File: src/rtl/bus_owner_sequencer_pkg.sv
// Shared definitions for the bus ownership sequencer and the memory controller.
//   - state_e      : sequencer states
//   - bus_sel_t    : bundle of the registered bus-select / handshake outputs
//   - defaults for TURN_CYCLES and DRAIN_LIMIT
//   - BusMappedBase: address split between SRAM and the mapped region (memory controller)
//   - decode_sel() : output decode for a given state / turnaround target
package bus_owner_sequencer_pkg;

    typedef enum logic [2:0] {
        StBoot,
        StTurn,
        StRun,
        StDrain,
        StPaused
    } state_e;

    typedef struct packed {
        logic is_booted;
        logic is_paused;
        logic disable_drive;
        logic core_stall;
        logic jtag_grant;
    } bus_sel_t;

    localparam int unsigned DefaultTurnCycles = 1;
    localparam int unsigned DefaultDrainLimit = 64;

    // Addresses at or above this boundary are memory-mapped peripherals, not SRAM.
    localparam logic [15:0] BusMappedBase = 16'hC000;

    localparam bus_sel_t SelReset = '{
        is_booted:     1'b0,
        is_paused:     1'b0,
        disable_drive: 1'b0,
        core_stall:    1'b1,
        jtag_grant:    1'b0
    };

    function automatic int unsigned max_u(input int unsigned a, input int unsigned b);
        return (a > b) ? a : b;
    endfunction

    // The mux select (is_paused) only changes while the drive is off: during TURN it already
    // reflects the owner being handed to.
    function automatic bus_sel_t decode_sel(input state_e st, input state_e tgt);
        bus_sel_t s;
        s = '{
            is_booted:     1'b1,
            is_paused:     1'b0,
            disable_drive: 1'b0,
            core_stall:    1'b1,
            jtag_grant:    1'b0
        };
        case (st)
            StBoot:   s.is_booted = 1'b0;
            StTurn: begin
                s.is_paused     = (tgt == StPaused);
                s.disable_drive = 1'b1;
            end
            StRun:    s.core_stall = 1'b0;
            StDrain:  s.core_stall = 1'b1;
            StPaused: begin
                s.is_paused  = 1'b1;
                s.jtag_grant = 1'b1;
            end
            default:  s = SelReset;
        endcase
        return s;
    endfunction

endpackage

File: src/rtl/bus_owner_sequencer_if.sv
// Handshake / bus-select bundle between the sequencer and its neighbours.
//   Inputs to the sequencer : i_bootDone, i_pauseReq, i_coreIdle, i_jtagIdle
//   Outputs of the sequencer: o_isBooted, o_isPaused, o_disableDrive, o_coreStall,
//                             o_jtagGrant, o_drainTimeout
//   modport slave  : used by the sequencer
//   modport master : used by the surrounding logic (boot, JTAG, core, testbench)
interface bus_owner_sequencer_if;

    logic i_bootDone;
    logic i_pauseReq;
    logic i_coreIdle;
    logic i_jtagIdle;

    logic o_isBooted;
    logic o_isPaused;
    logic o_disableDrive;
    logic o_coreStall;
    logic o_jtagGrant;
    logic o_drainTimeout;

    modport slave (
        input  i_bootDone,
        input  i_pauseReq,
        input  i_coreIdle,
        input  i_jtagIdle,
        output o_isBooted,
        output o_isPaused,
        output o_disableDrive,
        output o_coreStall,
        output o_jtagGrant,
        output o_drainTimeout
    );

    modport master (
        output i_bootDone,
        output i_pauseReq,
        output i_coreIdle,
        output i_jtagIdle,
        input  o_isBooted,
        input  o_isPaused,
        input  o_disableDrive,
        input  o_coreStall,
        input  o_jtagGrant,
        input  o_drainTimeout
    );

endinterface

File: src/rtl/bus_owner_sequencer_turn_counter.sv
// Loadable saturating down-counter shared by the turnaround window and the drain watchdog.
//   clk_i, rst_ni : clock, asynchronous active-low reset (count resets to 0)
//   load_i        : load load_val_i (takes priority over dec_i)
//   load_val_i    : value to load
//   dec_i         : decrement by one, holding at zero
//   done_o        : count is zero
module bus_owner_sequencer_turn_counter #(
    parameter int unsigned Width = 4
) (
    input  logic             clk_i,
    input  logic             rst_ni,
    input  logic             load_i,
    input  logic [Width-1:0] load_val_i,
    input  logic             dec_i,
    output logic             done_o
);

    logic [Width-1:0] cnt_d, cnt_q;

    always_comb begin
        cnt_d = cnt_q;
        if (load_i) begin
            cnt_d = load_val_i;
        end else if (dec_i && (cnt_q != '0)) begin
            cnt_d = cnt_q - Width'(1);
        end
    end

    always_ff @(posedge clk_i or negedge rst_ni) begin
        if (!rst_ni) begin
            cnt_q <= '0;
        end else begin
            cnt_q <= cnt_d;
        end
    end

    assign done_o = (cnt_q == '0);

endmodule

File: src/rtl/bus_owner_sequencer.sv
// Decides which circuit owns the shared memory bus (boot block, core, JTAG) and drives the
// memory controller selects. Every owner change passes through TURN, where the bus controls
// are tristated for TURN_CYCLES cycles. A pause request first stalls and drains the core.
//   i_clk, i_rstn : clock, asynchronous active-low reset
//   sel_if        : slave side of bus_owner_sequencer_if (requests in, selects out)
// Optional feature: define BUS_OWNER_WATCHDOG_EN to force a pause after DRAIN_LIMIT cycles
// of a busy core in DRAIN and raise the sticky o_drainTimeout flag. Without it, DRAIN waits
// indefinitely and o_drainTimeout stays 0.
module bus_owner_sequencer
    import bus_owner_sequencer_pkg::*;
#(
    parameter int unsigned TURN_CYCLES = DefaultTurnCycles,
    parameter int unsigned DRAIN_LIMIT = DefaultDrainLimit
) (
    input  logic                 i_clk,
    input  logic                 i_rstn,
    bus_owner_sequencer_if.slave sel_if
);

    localparam int unsigned CntW = $clog2(max_u(TURN_CYCLES, DRAIN_LIMIT) + 1);
    // The counter is checked for zero before decrementing, so loading N-1 yields N cycles.
    localparam logic [CntW-1:0] TurnLoad = CntW'(TURN_CYCLES - 1);
`ifdef BUS_OWNER_WATCHDOG_EN
    localparam logic [CntW-1:0] DrainLoad = CntW'(DRAIN_LIMIT - 1);
`endif

    state_e    state_d, state_q;
    state_e    target_d, target_q;
    logic      timeout_d, timeout_q;
    bus_sel_t  out_d, out_q;

    logic            cnt_load;
    logic [CntW-1:0] cnt_load_val;
    logic            cnt_dec;
    logic            cnt_done;

    bus_owner_sequencer_turn_counter #(
        .Width (CntW)
    ) u_turn_counter (
        .clk_i      (i_clk),
        .rst_ni     (i_rstn),
        .load_i     (cnt_load),
        .load_val_i (cnt_load_val),
        .dec_i      (cnt_dec),
        .done_o     (cnt_done)
    );

    always_comb begin
        state_d      = state_q;
        target_d     = target_q;
        timeout_d    = timeout_q;
        cnt_load     = 1'b0;
        cnt_load_val = TurnLoad;
        cnt_dec      = 1'b0;

        unique case (state_q)
            // Pause requests are ignored here; being level, they are picked up from RUN.
            StBoot: begin
                if (sel_if.i_bootDone) begin
                    state_d  = StTurn;
                    target_d = StRun;
                    cnt_load = 1'b1;
                end
            end
            StTurn: begin
                if (cnt_done) begin
                    state_d = target_q;
                end else begin
                    cnt_dec = 1'b1;
                end
            end
            StRun: begin
                if (sel_if.i_pauseReq) begin
                    state_d = StDrain;
`ifdef BUS_OWNER_WATCHDOG_EN
                    cnt_load     = 1'b1;
                    cnt_load_val = DrainLoad;
`endif
                end
            end
            StDrain: begin
                // Abort wins over both core-idle and watchdog expiry.
                if (!sel_if.i_pauseReq) begin
                    state_d = StRun;
                end else if (sel_if.i_coreIdle) begin
                    state_d  = StTurn;
                    target_d = StPaused;
                    cnt_load = 1'b1;
                end
`ifdef BUS_OWNER_WATCHDOG_EN
                else if (cnt_done) begin
                    state_d   = StTurn;
                    target_d  = StPaused;
                    timeout_d = 1'b1;
                    cnt_load  = 1'b1;
                end else begin
                    cnt_dec = 1'b1;
                end
`endif
            end
            StPaused: begin
                if (!sel_if.i_pauseReq && sel_if.i_jtagIdle) begin
                    state_d  = StTurn;
                    target_d = StRun;
                    cnt_load = 1'b1;
                end
            end
            default: begin
                state_d  = StBoot;
                target_d = StRun;
            end
        endcase

        if ((state_d == StRun) && (state_q != StRun)) begin
            timeout_d = 1'b0;
        end
`ifndef BUS_OWNER_WATCHDOG_EN
        timeout_d = 1'b0;
`endif

        // Outputs are registered: decode from the state being entered.
        out_d = decode_sel(state_d, target_d);
    end

    always_ff @(posedge i_clk or negedge i_rstn) begin
        if (!i_rstn) begin
            state_q   <= StBoot;
            target_q  <= StRun;
            timeout_q <= 1'b0;
            out_q     <= SelReset;
        end else begin
            state_q   <= state_d;
            target_q  <= target_d;
            timeout_q <= timeout_d;
            out_q     <= out_d;
        end
    end

    assign sel_if.o_isBooted     = out_q.is_booted;
    assign sel_if.o_isPaused     = out_q.is_paused;
    assign sel_if.o_disableDrive = out_q.disable_drive;
    assign sel_if.o_coreStall    = out_q.core_stall;
    assign sel_if.o_jtagGrant    = out_q.jtag_grant;
    assign sel_if.o_drainTimeout = timeout_q;

endmodule

File: src/flat_wrapper.sv
// flat-port wrapper written by rule: the top's interface ports become plain ports
module bus_owner_sequencer_flat import bus_owner_sequencer_pkg::*;
#(
    parameter int unsigned TURN_CYCLES = DefaultTurnCycles,
    parameter int unsigned DRAIN_LIMIT = DefaultDrainLimit
)
  (i_clk, i_rstn, sel_if_i_bootDone, sel_if_i_pauseReq, sel_if_i_coreIdle, sel_if_i_jtagIdle, sel_if_o_isBooted, sel_if_o_isPaused, sel_if_o_disableDrive, sel_if_o_coreStall, sel_if_o_jtagGrant, sel_if_o_drainTimeout);
  bus_owner_sequencer_if sel_if_i ();
  input  logic i_clk;
  input  logic i_rstn;
  input wire logic [$bits(sel_if_i.i_bootDone)-1:0] sel_if_i_bootDone;
  input wire logic [$bits(sel_if_i.i_pauseReq)-1:0] sel_if_i_pauseReq;
  input wire logic [$bits(sel_if_i.i_coreIdle)-1:0] sel_if_i_coreIdle;
  input wire logic [$bits(sel_if_i.i_jtagIdle)-1:0] sel_if_i_jtagIdle;
  output wire logic [$bits(sel_if_i.o_isBooted)-1:0] sel_if_o_isBooted;
  output wire logic [$bits(sel_if_i.o_isPaused)-1:0] sel_if_o_isPaused;
  output wire logic [$bits(sel_if_i.o_disableDrive)-1:0] sel_if_o_disableDrive;
  output wire logic [$bits(sel_if_i.o_coreStall)-1:0] sel_if_o_coreStall;
  output wire logic [$bits(sel_if_i.o_jtagGrant)-1:0] sel_if_o_jtagGrant;
  output wire logic [$bits(sel_if_i.o_drainTimeout)-1:0] sel_if_o_drainTimeout;
  assign sel_if_i.i_bootDone = sel_if_i_bootDone;
  assign sel_if_i.i_pauseReq = sel_if_i_pauseReq;
  assign sel_if_i.i_coreIdle = sel_if_i_coreIdle;
  assign sel_if_i.i_jtagIdle = sel_if_i_jtagIdle;
  assign sel_if_o_isBooted = sel_if_i.o_isBooted;
  assign sel_if_o_isPaused = sel_if_i.o_isPaused;
  assign sel_if_o_disableDrive = sel_if_i.o_disableDrive;
  assign sel_if_o_coreStall = sel_if_i.o_coreStall;
  assign sel_if_o_jtagGrant = sel_if_i.o_jtagGrant;
  assign sel_if_o_drainTimeout = sel_if_i.o_drainTimeout;
  bus_owner_sequencer #(.TURN_CYCLES(TURN_CYCLES), .DRAIN_LIMIT(DRAIN_LIMIT)) u_core (.i_clk(i_clk), .i_rstn(i_rstn), .sel_if(sel_if_i));
endmodule
File: config.mk
export PLATFORM = sky130hd
export DESIGN_NAME = bus_owner_sequencer_flat
export DESIGN_NICKNAME = d
export VERILOG_FILES = /design/src/rtl/bus_owner_sequencer_pkg.sv /design/src/rtl/bus_owner_sequencer_if.sv /design/src/rtl/bus_owner_sequencer_turn_counter.sv /design/src/rtl/bus_owner_sequencer.sv /design/src/flat_wrapper.sv
export SDC_FILE = /design/constraint.sdc
export NUM_CORES = 1
export LEC_CHECK = 0
export BUFFER_PORTS_ARGS = -buffer_cell sky130_fd_sc_hd__buf_2
export CAP_MARGIN = 20
export CORE_MARGIN = 8
export CORE_UTILIZATION = 55
export DETAILED_ROUTE_END_ITERATION = 16
export GPL_TIMING_DRIVEN = 0
export PLACE_DENSITY = 0.76
export SYNTH_ARGS = -nofsm -noshare
export SYNTH_HDL_FRONTEND = slang
export SYNTH_SLANG_ARGS = --single-unit
File: constraint.sdc
create_clock -name i_clk -period 2.46 [get_ports i_clk]
set_clock_uncertainty 0.1 [all_clocks]
set_input_delay 0.246 -clock i_clk [delete_from_list [all_inputs] [get_ports i_clk]]
set_output_delay 0.246 -clock i_clk [all_outputs]
set_load 0.02 [all_outputs]
; Word-level counts from Yosys, hierarchy flattened
; Cells that the tools add are included.
[word_totals]
mem_bits_rw = 0
ff_bits = 18
memories = 0
output_inout_bits = 6
input_bits = 6
latchBits = 0
romBits = 0
[classes]
n_reduce_logical = 9
addsub = 1
n_mux = 26
n_lt_le_gt_ge = 0
shifts = 0
n_eq_ne = 9
n_bitwise = 0
n_div = 0
multipliers = 0
[op_table]
columns = operator, n
row1 = two-way mux 3 bit, 10
row2 = case mux 3 bit (5 select lines), 1
row3 = two-way mux 7 bit, 2
row4 = == test 3 x 2 -> 1 bit (second input constant), 4
row5 = case mux 3 bit (4 select lines), 1
row6 = two-way mux 1 bit, 10
row7 = == test 3 bit (second input constant), 3
row8 = zero test 7 bit, 1
row9 = nonzero test 7 bit, 1
row10 = subtractor 7 x 1 -> 7 bit (second input constant), 1
row11 = == test 3 x 1 -> 1 bit (second input constant), 2
row12 = OR reduction 4 bit, 1
row13 = zero test 3 bit, 1
row14 = case mux 1 bit (3 select lines), 1
row15 = logical AND 1 bit, 2
row16 = case mux 1 bit (2 select lines), 1
row17 = nonzero test 2 bit, 1
row18 = OR reduction 2 bit, 1
row19 = zero test 1 bit, 1

; Logic depth before layout (Yosys ltp)
; Gate-level depths: netlist of run 1.
[logic_depth]
word_depth = 7
depth_mapped = 7
depth_no_buf = 7

; By module
; From an unflattened synthesis of run 1, not the netlist that was laid out.
[unflattened]
hier_cells = 107
hier_area_um2 = 1034.7
[by_module_without_submodules]
columns = mod, cells_each, area_per_inst_um2, instances
row1 = bus_owner_sequencer, 55, 573.0, 1
row2 = bus_owner_sequencer_turn_counter, 52, 461.7, 1

; Least setup slack after synthesis of run 1
; OpenSTA, ideal clock, no wires.
[synth_path]
path_kind = reg-to-reg
start = register u_core.u_turn_counter.cnt_q[0]
end = register u_core.out_q, in the netlist u_core.sel_if.o_coreStall
setup_slack_ps = 703
required_ps = 2272
arrival_ps = 1569
stages_incl_launch_ff = 7
setup_ps = 88
synth_period_minus_slack_ps = 1757
path_cell_list = dfrtp_1 inv_1 ha_1 nor3b_4 a21boi_2 a211o_1 or3_1
[synth_rtl]
columns = element, line
row1 = from (decl), bus_owner_sequencer_turn_counter.sv:18  ; logic [Width-1:0] cnt_d, cnt_q;
row2 = from (signal assigned), bus_owner_sequencer_turn_counter.sv:33  ; cnt_q <= cnt_d;
row3 = to (signal assigned), bus_owner_sequencer.sv:130  ; out_q <= SelReset;
row4 = to (signal assigned), bus_owner_sequencer.sv:135  ; out_q <= out_d;
row5 = to (decl), bus_owner_sequencer.sv:30  ; bus_sel_t out_d, out_q;

==> metrics.cfg, run 1 <==
[status]
outcome = finished clean

[clocking]
clk_transition_reported_paths_ns = 0.10
clk_path_buf_depth = 2
insertion_delay_ns = 0.30
htreeDepth = 1
cts_buffers = 3
cts_tree = yes
post_cts_buffers = 0
clock-sinks = 18
ctsHoldBuffers = 1
cts_resized = 0
root_buffer = clkbuf_4

[setup_path]
cp_max_fo = 8
cp-endpoint = u_core.sel_if.o_coreStall$_DFF_PN1_
r2r_start = u_core.u_turn_counter.cnt_q[0]$_DFFE_PN0P_
cp.arrival_ns = 2.04
cp-start-kind = flip-flop
crit_type = reg -> reg
rr_endpoint = u_core.sel_if.o_coreStall$_DFF_PN1_
r2r_setup_slack_ns = 0.54
critPathCaptureType = flip-flop
crit_start = u_core.u_turn_counter.cnt_q[0]$_DFFE_PN0P_
cp.required_ns = 2.59
r2r_cells = 6

[power]
p_leak_nw = 0.520
vdd_drop_max_mv = 0.761
power_density_nw_per_um2 = 1180

[die]
io_pins = 12
core-area_sq_um = 1690
num_rows = 15
die_w_um = 58.0
initial_utilization_pct = 57.5
die-area_sq_um = 3370
chipHeight_um = 58.0

[placement]
dpl.hpwl_mm = 1.36
preCtsSetupSlack_ns = 0.547
io_buffers = 10
place.gp.congestion = 0.869
place_area_sq_um = 1040
dp_cells = 128

[sta]
worst_pin_slew_ns = 0.535
grt_setup_unrepaired = no
hold_viol = 0
post-route-min-period_ns = 1.92
setup_tns_ns = 0
worst_slack_ns = 0.544
finalCritPeriodShare_pct = 77.9
setup_violations = 0
slew_headroom_pct = 64.3
fmax_mhz = 522
slew_violations = 0

[yosys]
ys_types = 42
synth_edf_count = 0
netlist_area_sq_um = 971
ys_warn_count = 0
synth_area_leaders = dfrtp_1 (41%), dfstp_2 (5.4%), nor2_1 (5.4%), xor2_1 (3.6%), nand2_1 (3.1%)
async_flop_share_pct = 100
synthTopCellsByCount = dfrtp_1 (16), nor2_1 (14), nand2_1 (8)
syn_inst = 101
syn-num-nets = 108
synth_flop_cell = dfrtp_1
synth_top_area_share_pct = 41.2
ys_seq_elements = 18
yosysMostFrequentCell = dfrtp_1
avgSynthCellArea_sq_um = 9.61
synth_seq_area_share_pct = 46.6
synth_largest_area_cell = dfrtp_1

[detailed_routing]
wirelength_mm = 1.84
post_drt_wl_per_cell_um = 13.8
ant_nets = 0
drc = 0
viasPerCell = 5.70
drt_iter0_drc = 25
route.vias.total = 758
drt_pass1_iterations = 4

[global_route]
top_usage_layer = met2
grt_pass1_wl_mm = 3.27
grt_use_met2_pct = 18.2
use_met1_pct = 15.9
antenna_found_initial = 0
track_usage_pct = 12.2
grt_max_degree = 19
grt_util_met3_pct = 3.75
grt_overflow = 0
first_global_vias = 715

[run]
drv_cap = 0

[worst_hold_path]
hold_class = in -> reg
hold_start = sel_if_i_bootDone

[final_layout]
n_antenna_cell = 0
layout.cells.non_filler = 133
nNetsFinal = 124
fin_area_sq_um = 1090
final_layout_size_suffix_gt1_share_pct = 23.3
syn2layout_area_growth_pct = 12.1

through the flow:
| step | util [%] | total power [mW] | hold WS (ns) |
|---|---|---|---|
| floorplan | - | 0.976 | -0.150 |
| global placement | 61.7 | 1.10 | 0.0838 |
| detailed placement | 61.7 | 1.11 | 0.0929 |
| CTS | 64.4 | 1.30 | 0.183 |
| global route | 64.4 | 1.40 | 0.233 |
| finish | 64.4 | 1.29 | 0.196 |
flip-flops by register name, summed over array words and instances, names as in the netlist:
register / flops
u_core.u_turn_counter.cnt_q: 7
u_core.sel_if.o_disableDrive: 1
u_core.sel_if.o_isPaused: 1
u_core.sel_if.o_coreStall: 1
u_core.sel_if.o_jtagGrant: 1
u_core.sel_if.o_isBooted: 1
u_core.state_q: 3
u_core.target_q: 3
layout by cell type, fill, tap and decap left out, types with 2 or more instances in the layout:
master     n
dfrtp_1   16
nor2_1    14
buf_2     12
nand2_1    8
inv_1      6
nand3_1    4
xor2_1     4
and3_1     3
o21ai_0    3
nand4_1    3
clkbuf_4   3
nand2b_1   2
a21oi_1    2
nor3_1     2
nand3b_1   2
xnor2_1    2
dfstp_2    2
kinds of logic (layout without fill, tap and decap cells):
kind of cell / count (synthesis) / in the layout / share of synthesized area (%)
flops: 18 / 18 / 46.6
buf+inv: 10 / 25 / 5.28
fa+ha+maj: 1 / 1 / 1.29
xor+xnor: 6 / 6 / 5.41
compound gates: 16 / 16 / 11.9
simple gates: 49 / 49 / 29.1
other cells: 1 / 1 / 0.386
worst max-delay path, stage by stage, from the launching register on:
cell	delay [ns]
dfrtp_1	0.41
inv_1	0.06
ha_1	0.16
nor3b_4	0.27
a21boi_2	0.17
a211o_1	0.31
or3_1	0.37
layer usage:
metal | up-vias | wire length [um]
met5 | - | 0
met4 | 0 | 36
met3 | 2 | 108
met2 | 18 | 838
met1 | 361 | 858
li1 | 377 | -
report_power, final:
part | switching [mW] | internal, mW | leakage [nW]
sequential | 0.0689 | 0.404 | 0.229
clock | 0.0931 | 0.0903 | 0.0210
combinational | 0.360 | 0.273 | 0.271
total | 0.522 | 0.767 | 0.520
worst min-delay path by stage:
stage                                                 endpoint  slack [ns]  cells past startpoint
global placement    u_core.u_turn_counter.cnt_q[0]$_DFFE_PN0P_        0.08                      1
detailed placement  u_core.u_turn_counter.cnt_q[3]$_DFFE_PN0P_        0.09                      1
CTS                               u_core.target_q[0]$_DFF_PN0_        0.18                      4
floorplan               u_core.sel_if.o_disableDrive$_DFF_PN0_       -0.15                      0
finish                            u_core.target_q[0]$_DFF_PN0_        0.20                      4
global route                       u_core.state_q[2]$_DFF_PN0_        0.23                      4
final cells by class:
class,instances,area [sq um]
flip-flops and latches,18,453
multi-input cells,73,467
fillers,151,601
well taps,17,21.3
repair buffers,11,60.1
clock buffers,4,36.3
inverters,6,22.5
plain buffers,4,28.8
Power figures use the tool's default switching activity.
==> run 2, diff against run 1 <==
--- a/config.mk
+++ b/config.mk
@@ -8,10 +8,10 @@
 export BUFFER_PORTS_ARGS = -buffer_cell sky130_fd_sc_hd__buf_2
 export CAP_MARGIN = 20
 export CORE_MARGIN = 8
-export CORE_UTILIZATION = 55
+export CORE_UTILIZATION = 50
 export DETAILED_ROUTE_END_ITERATION = 16
 export GPL_TIMING_DRIVEN = 0
-export PLACE_DENSITY = 0.76
+export PLACE_DENSITY = 0.73
 export SYNTH_ARGS = -nofsm -noshare
 export SYNTH_HDL_FRONTEND = slang
 export SYNTH_SLANG_ARGS = --single-unit
==> constraint.sdc (replaced) <==
create_clock -name i_clk -period 1.7 [get_ports i_clk]
set_clock_uncertainty 0.1 [all_clocks]
set_input_delay 0.17 -clock i_clk [delete_from_list [all_inputs] [get_ports i_clk]]
set_output_delay 0.17 -clock i_clk [all_outputs]
set_load 0.02 [all_outputs]
==> metrics.cfg, run 2 (synthesis gave the netlist of run 1 again) <==
[status]
outcome = finished with violations
violations = negative setup slack

[detailed_routing]
drt_pass1_iterations = 4  ; unchanged
ant_nets = 0  ; unchanged
viasPerCell = 5.29  ; -7.1%
drc = 0  ; unchanged
post_drt_wl_per_cell_um = 14.8  ; +6.8%
route.vias.total = 815  ; +7.5%
drt_iter0_drc = 23  ; -8.0%
wirelength_mm = 2.28  ; +24%

[placement]
io_buffers = 10  ; unchanged
place_area_sq_um = 1050  ; +1.2%
dp_cells = 138  ; +7.8%
place.gp.congestion = 0.847  ; -2.5%
dpl.hpwl_mm = 1.45  ; +6.5%

[global_route]
grt_overflow = 0  ; unchanged
grt_pass1_wl_mm = 3.44  ; +5.1%
antenna_found_initial = 0  ; unchanged
grt_max_degree = 19  ; unchanged
track_usage_pct = 12.8  ; +0.53 points
first_global_vias = 762  ; +6.6%

[die]
die_w_um = 60.1  ; +3.5%
core-area_sq_um = 1900  ; +13%
die-area_sq_um = 3610  ; +7.2%
chipHeight_um = 60.1  ; +3.5%
io_pins = 12  ; unchanged
initial_utilization_pct = 51.1  ; -6.4 points
num_rows = 16  ; +1

[clocking]
clk_path_buf_depth = 2  ; unchanged
clk_transition_reported_paths_ns = 0.11  ; about the same
insertion_delay_ns = 0.31  ; about the same
htreeDepth = 1  ; unchanged
cts_tree = yes
root_buffer = clkbuf_4
cts_buffers = 3  ; unchanged
clock-sinks = 18  ; unchanged

[final_layout]
postLayoutCoreUtil_pct = 67.1  ; +2.7 points
reg_top3 = u_core.u_turn_counter.cnt_q: 7 flops, u_core.state_q: 3 flops, u_core.target_q: 3 flops
n_antenna_cell = 0  ; unchanged
regMostFlops = u_core.u_turn_counter.cnt_q
layout.cells.non_filler = 154  ; +16%
mostFrequentLayoutCells = dfrtp_1 (16), buf_2 (12), nor2_1 (12)
fin_area_sq_um = 1280  ; +17%
largest_reg_flops = 7  ; unchanged
nNetsFinal = 135  ; +8.9%
final_common_cell = dfrtp_1
syn2layout_area_growth_pct = 31.4
final_layout_size_suffix_gt1_share_pct = 42.5  ; +19 points

[power]
finalPower_mw = 2.38  ; +84%
p_leak_nw = 0.602  ; +16%
vdd_drop_max_mv = 0.902  ; +19%
power_switching_share_pct = 40.7  ; +0.19 points
power_density_nw_per_um2 = 1860  ; +57%
p_seq_share_pct = 29.5  ; -7.2 points
netSwitchingPower_uw = 966  ; +85%
p_clk_share_pct = 11.4  ; -2.8 points
p_int_mw = 1.41  ; +84%
combPwrFrac_pct = 59.1  ; +10 points

[setup_path]
cp.required_ns = 1.83  ; -0.76 ns
crit_start = u_core.u_turn_counter.cnt_q[0]$_DFFE_PN0P_
cp.arrival_ns = 1.94  ; -0.10 ns
critPathCaptureType = flip-flop
crit_family = flip-flops
max_stage_delay_ns = 0.40  ; about the same
cp_max_fo = 3  ; -5
crit_type = reg -> reg
cp_common_cell = inv_2
crit_buf_inv = 3  ; +2
cp_slowest_cell = dfrtp_1
r2r_start = u_core.u_turn_counter.cnt_q[0]$_DFFE_PN0P_
crit_chain = inv_2 -> ha_4 -> nor3b_4 -> buf_4 -> nand4_1 -> a21oi_2 -> inv_2 -> o22ai_1
cp-start-kind = flip-flop

[sta]
setup_violations = 7  ; +7
hold_viol = 0  ; unchanged
grt_setup_unrepaired = yes
slew_headroom_pct = 66.6  ; +2.3 points
fmax_mhz = 552  ; +5.7%
worst_pin_slew_ns = 0.497  ; -0.0382 ns
worst_slack_ns = -0.113  ; -0.656 ns
whs_ns = 0.108  ; -0.0875 ns
post-route-min-period_ns = 1.81  ; -0.104 ns
slew_violations = 0  ; unchanged
finalCritPeriodShare_pct = 107  ; +29 points

[worst_hold_path]
hold_class = in -> reg
hold_start = sel_if_i_bootDone

[run]
drv_cap = 0  ; unchanged

[run 2: final timing paths]
| kind | slack, ns | to | cells past startpoint |
|---|---|---|---|
| worst min-delay path | 0.11 | u_core.target_q[0]$_DFF_PN0_ | 4 |
| worst max register to register | -0.11 | u_core.sel_if.o_isPaused$_DFF_PN0_ | 8 |
| min in group asynchronous | 0.21 | u_core.target_q[0]$_DFF_PN0_ | 2 |
| worst min register to register | 0.44 | u_core.u_turn_counter.cnt_q[6]$_DFFE_PN0P_ | 2 |
| max in group asynchronous | 0.97 | u_core.sel_if.o_coreStall$_DFF_PN1_ | 2 |
| worst max-delay path | -0.11 | u_core.sel_if.o_isPaused$_DFF_PN0_ | 8 |
[run 2: power by group through the flow]
stage	combinational, mW	sequential, mW	clock (mW)
global placement	0.894	0.692	0
finish	1.40	0.701	0.271
floorplan	0.682	0.730	0
detailed placement	0.917	0.702	0
CTS	1.09	0.683	0.270
global route	1.53	0.715	0.287
[run 2: worst register-to-register path, delay by kind of cell (launching register included)]
kind / cells / cell delay [ns]
adders and majority gates: 1 / 0.13
buffers and inverters: 3 / 0.34
DFF: 1 / 0.40
AOI/OAI and AO/OA: 2 / 0.38
and+or+nand+nor: 2 / 0.38
[run 2: layer usage]
| layer | global-route usage [%] | vias up | wire [um] |
|---|---|---|---|
| li1 | - | 395 | - |
| met1 | 14.9 | 393 | 949 |
| met2 | 21.4 | 22 | 1180 |
| met3 | 2.80 | 5 | 96 |
| met4 | 6.12 | 0 | 48 |
| met5 | 0 | - | 0 |
[run 2: layout make-up]
type                       count  area [sq um]
sequential                    18           453
fill                         156           626
buffer                         4          28.8
multi-input combinational     73           544
timing repair buffer          22           158
clock buffer                   4          36.3
inverter                       6          22.5
tap                           27          33.8
[run 2: metrics by stage]
stage	setup WS [ns]	TNS, ns
final	-0.113	-0.452
after global routing	-0.220	-1.47
after CTS	-0.101	-0.386
after detailed placement	-0.220	-0.892
after global placement	-0.189	-0.574
after floorplan	-0.0570	-0.0905
[run 2: repair_timing]
item / CTS / global route
hold buffers: 1 / 0
endpoints found under the hold margin: 18 / 0
gates resized for setup: 4 / 21
endpoints found under the setup margin: 9 / 12
pin swaps: 4 / 5
setup buffers: 6 / 5
==> run 3, diff against run 2 <==
--- a/config.mk
+++ b/config.mk
@@ -12,6 +12,7 @@
 export DETAILED_ROUTE_END_ITERATION = 16
 export GPL_TIMING_DRIVEN = 0
 export PLACE_DENSITY = 0.73
+export REMOVE_ABC_BUFFERS = 1
 export SYNTH_ARGS = -nofsm -noshare
 export SYNTH_HDL_FRONTEND = slang
 export SYNTH_SLANG_ARGS = --single-unit
==> metrics.cfg, run 3 (synthesis gave the netlist of run 1 again) <==
[status]
outcome = finished with violations
violations = negative setup slack

[detailed_routing]
drc = 0  ; unchanged
top_layer = met4
wl_met2_mm = 1.02  ; -14%
met1_length_um = 899  ; -5.3%
wirelength_mm = 2.11  ; -7.5%
route.vias.total = 804  ; -1.3%
viasPerCell = 5.43  ; +2.6%
drt_pass1_iterations = 5  ; +1
wl_met3_um = 119  ; +24%
ant_nets = 0  ; unchanged
drt_iter0_drc = 18  ; -22%
post_drt_wl_per_cell_um = 14.2  ; -3.8%

[worst_hold_path]
hold_class = in -> reg

[setup_path]
cp_common_cell = buf_4
crit_type = reg -> reg
crit_chain = inv_1 -> ha_2 -> nor3b_4 -> buf_4 -> nand4_1 -> a21oi_2 -> buf_4 -> or3_1
cp-start-kind = flip-flop
cp_max_fo = 3  ; unchanged
cp.arrival_ns = 2.01  ; +0.07 ns
cp_slowest_cell = dfrtp_1
critPathCaptureType = flip-flop
max_stage_delay_ns = 0.39  ; about the same
cp.required_ns = 1.84  ; about the same

[final_layout]
fillers = 159  ; +1.9%
mostFrequentLayoutCells = nor2_1 (14), dfrtp_1 (13), buf_2 (10)
nNetsFinal = 129  ; -4.4%
largest_reg_flops = 7  ; unchanged
final_common_cell = nor2_1
regMostFlops = u_core.u_turn_counter.cnt_q
reg_top3 = u_core.u_turn_counter.cnt_q: 7 flops, u_core.state_q: 3 flops, u_core.target_q: 3 flops
syn2layout_area_growth_pct = 21.3
n_antenna_cell = 0  ; unchanged
final_layout_size_suffix_gt1_share_pct = 33.9  ; -8.6 points

[global_route]
grt_max_degree = 19  ; unchanged
grt_pass1_wl_mm = 3.41  ; -0.81%
grt_overflow = 0  ; unchanged
first_global_vias = 780  ; +2.4%
track_usage_pct = 12.5  ; -0.21 points
antenna_found_initial = 0  ; unchanged

[clocking]
htreeDepth = 1  ; unchanged
root_buffer = clkbuf_4
cts_tree = yes
insertion_delay_ns = 0.30  ; about the same
clk_path_buf_depth = 2  ; unchanged
cts_buffers = 3  ; unchanged
clock-sinks = 18  ; unchanged
clk_transition_reported_paths_ns = 0.11  ; about the same

[sta]
grt_setup_unrepaired = yes
hold_viol = 0  ; unchanged
whs_ns = 0.135  ; +0.0263 ns
post-route-min-period_ns = 1.88  ; +0.0624 ns
finalCritPeriodShare_pct = 110  ; +3.7 points
setup_violations = 7  ; unchanged
slew_violations = 0  ; unchanged
worst_slack_ns = -0.175  ; -0.0624 ns
fmax_mhz = 533  ; -3.3%

[placement]
preCtsSetupSlack_ns = -0.210  ; +0.0102 ns
place.gp.congestion = 0.867  ; +2.3%
dpl.hpwl_mm = 1.37  ; -5.5%
io_buffers = 10  ; unchanged

[power]
p_clk_share_pct = 10.7  ; -0.7 points
p_leak_nw = 0.545  ; -9.5%
finalPower_mw = 2.08  ; -13%
power_density_nw_per_um2 = 1760  ; -5.3%
p_seq_share_pct = 35.0  ; +5.5 points
vdd_drop_max_mv = 0.985  ; +9.2%
p_int_mw = 1.23  ; -13%
combPwrFrac_pct = 54.3  ; -4.8 points
netSwitchingPower_uw = 849  ; -12%
power_switching_share_pct = 40.9  ; +0.26 points

[die]
num_rows = 16  ; unchanged
initial_utilization_pct = 51.1  ; unchanged
chipHeight_um = 60.1  ; unchanged
die_w_um = 60.1  ; unchanged
core-area_sq_um = 1900  ; unchanged
die-area_sq_um = 3610  ; unchanged
io_pins = 12  ; unchanged

[run]
drv_cap = 0  ; unchanged

## run 3: power groups by stage
stage | sequential (mW) | clock (mW) | combinational, mW
floorplan | 0.762 | 0 | 0.617
global placement | 0.735 | 0 | 0.810
detailed placement | 0.744 | 0 | 0.834
CTS | 0.726 | 0.229 | 1.00
global route | 0.743 | 0.250 | 1.23
finish | 0.727 | 0.222 | 1.13
## run 3: layout make-up
class	count	area (sq um)	area share [%]
flip-flops and latches	18	457	38.8
well taps	27	33.8	2.87
inverters	6	22.5	1.91
multi-input cells	73	507	43.0
repair buffers	20	131	11.2
clock buffers	4	26.3	2.23
## run 3: per-stage QoR
stage	std cells	utilization [%]	setup TNS [ns]	area (sq um)
3_3_place_gp	134	53.9	-0.692	1030
5_1_grt	148	61.9	-1.29	1180
4_1_cts	145	59.5	-0.387	1130
3_5_place_dp	134	53.9	-0.743	1030
2_1_floorplan	97	-	-0.0903	942
6_report	148	61.9	-0.838	1180
## run 3: what timing repair did
| action | CTS | global route |
|---|---|---|
| gates resized for setup | 5 | 8 |
| setup buffers | 6 | 4 |
| endpoints found under the setup margin | 9 | 13 |
| hold endpoints to repair | 16 | 0 |
| hold buffers | 1 | 0 |
| pin swaps | 5 | 9 |
## run 3: routing by layer
metal,vias to the layer above,global-route usage (%)
met5,-,0
met4,0,7.14
met3,9,3.23
met2,23,19.7
met1,382,15.1
li1,390,-
## run 3: final timing paths
kind | startpoint | endpoint | slack [ns] | cells past startpoint
max in group asynchronous | i_rstn | u_core.target_q[1]$_DFF_PN1_ | 0.96 | 2
setup reg to reg | u_core.u_turn_counter.cnt_q[0]$_DFFE_PN0P_ | u_core.sel_if.o_coreStall$_DFF_PN1_ | -0.18 | 8
hold reg to reg | u_core.u_turn_counter.cnt_q[6]$_DFFE_PN0P_ | u_core.u_turn_counter.cnt_q[6]$_DFFE_PN0P_ | 0.43 | 2
min in group asynchronous | i_rstn | u_core.u_turn_counter.cnt_q[3]$_DFFE_PN0P_ | 0.21 | 2
setup / recovery | u_core.u_turn_counter.cnt_q[0]$_DFFE_PN0P_ | u_core.sel_if.o_coreStall$_DFF_PN1_ | -0.18 | 8
hold / removal | sel_if_i_bootDone | u_core.target_q[0]$_DFF_PN0_ | 0.13 | 4
## run 3: critical path: cells and delay by family (launching register included)
kind / cells / cell delay (ns)
simple gates: 3 / 0.51
fa+ha+maj: 1 / 0.18
flops: 1 / 0.39
compound gates: 1 / 0.23
buf+inv: 3 / 0.39
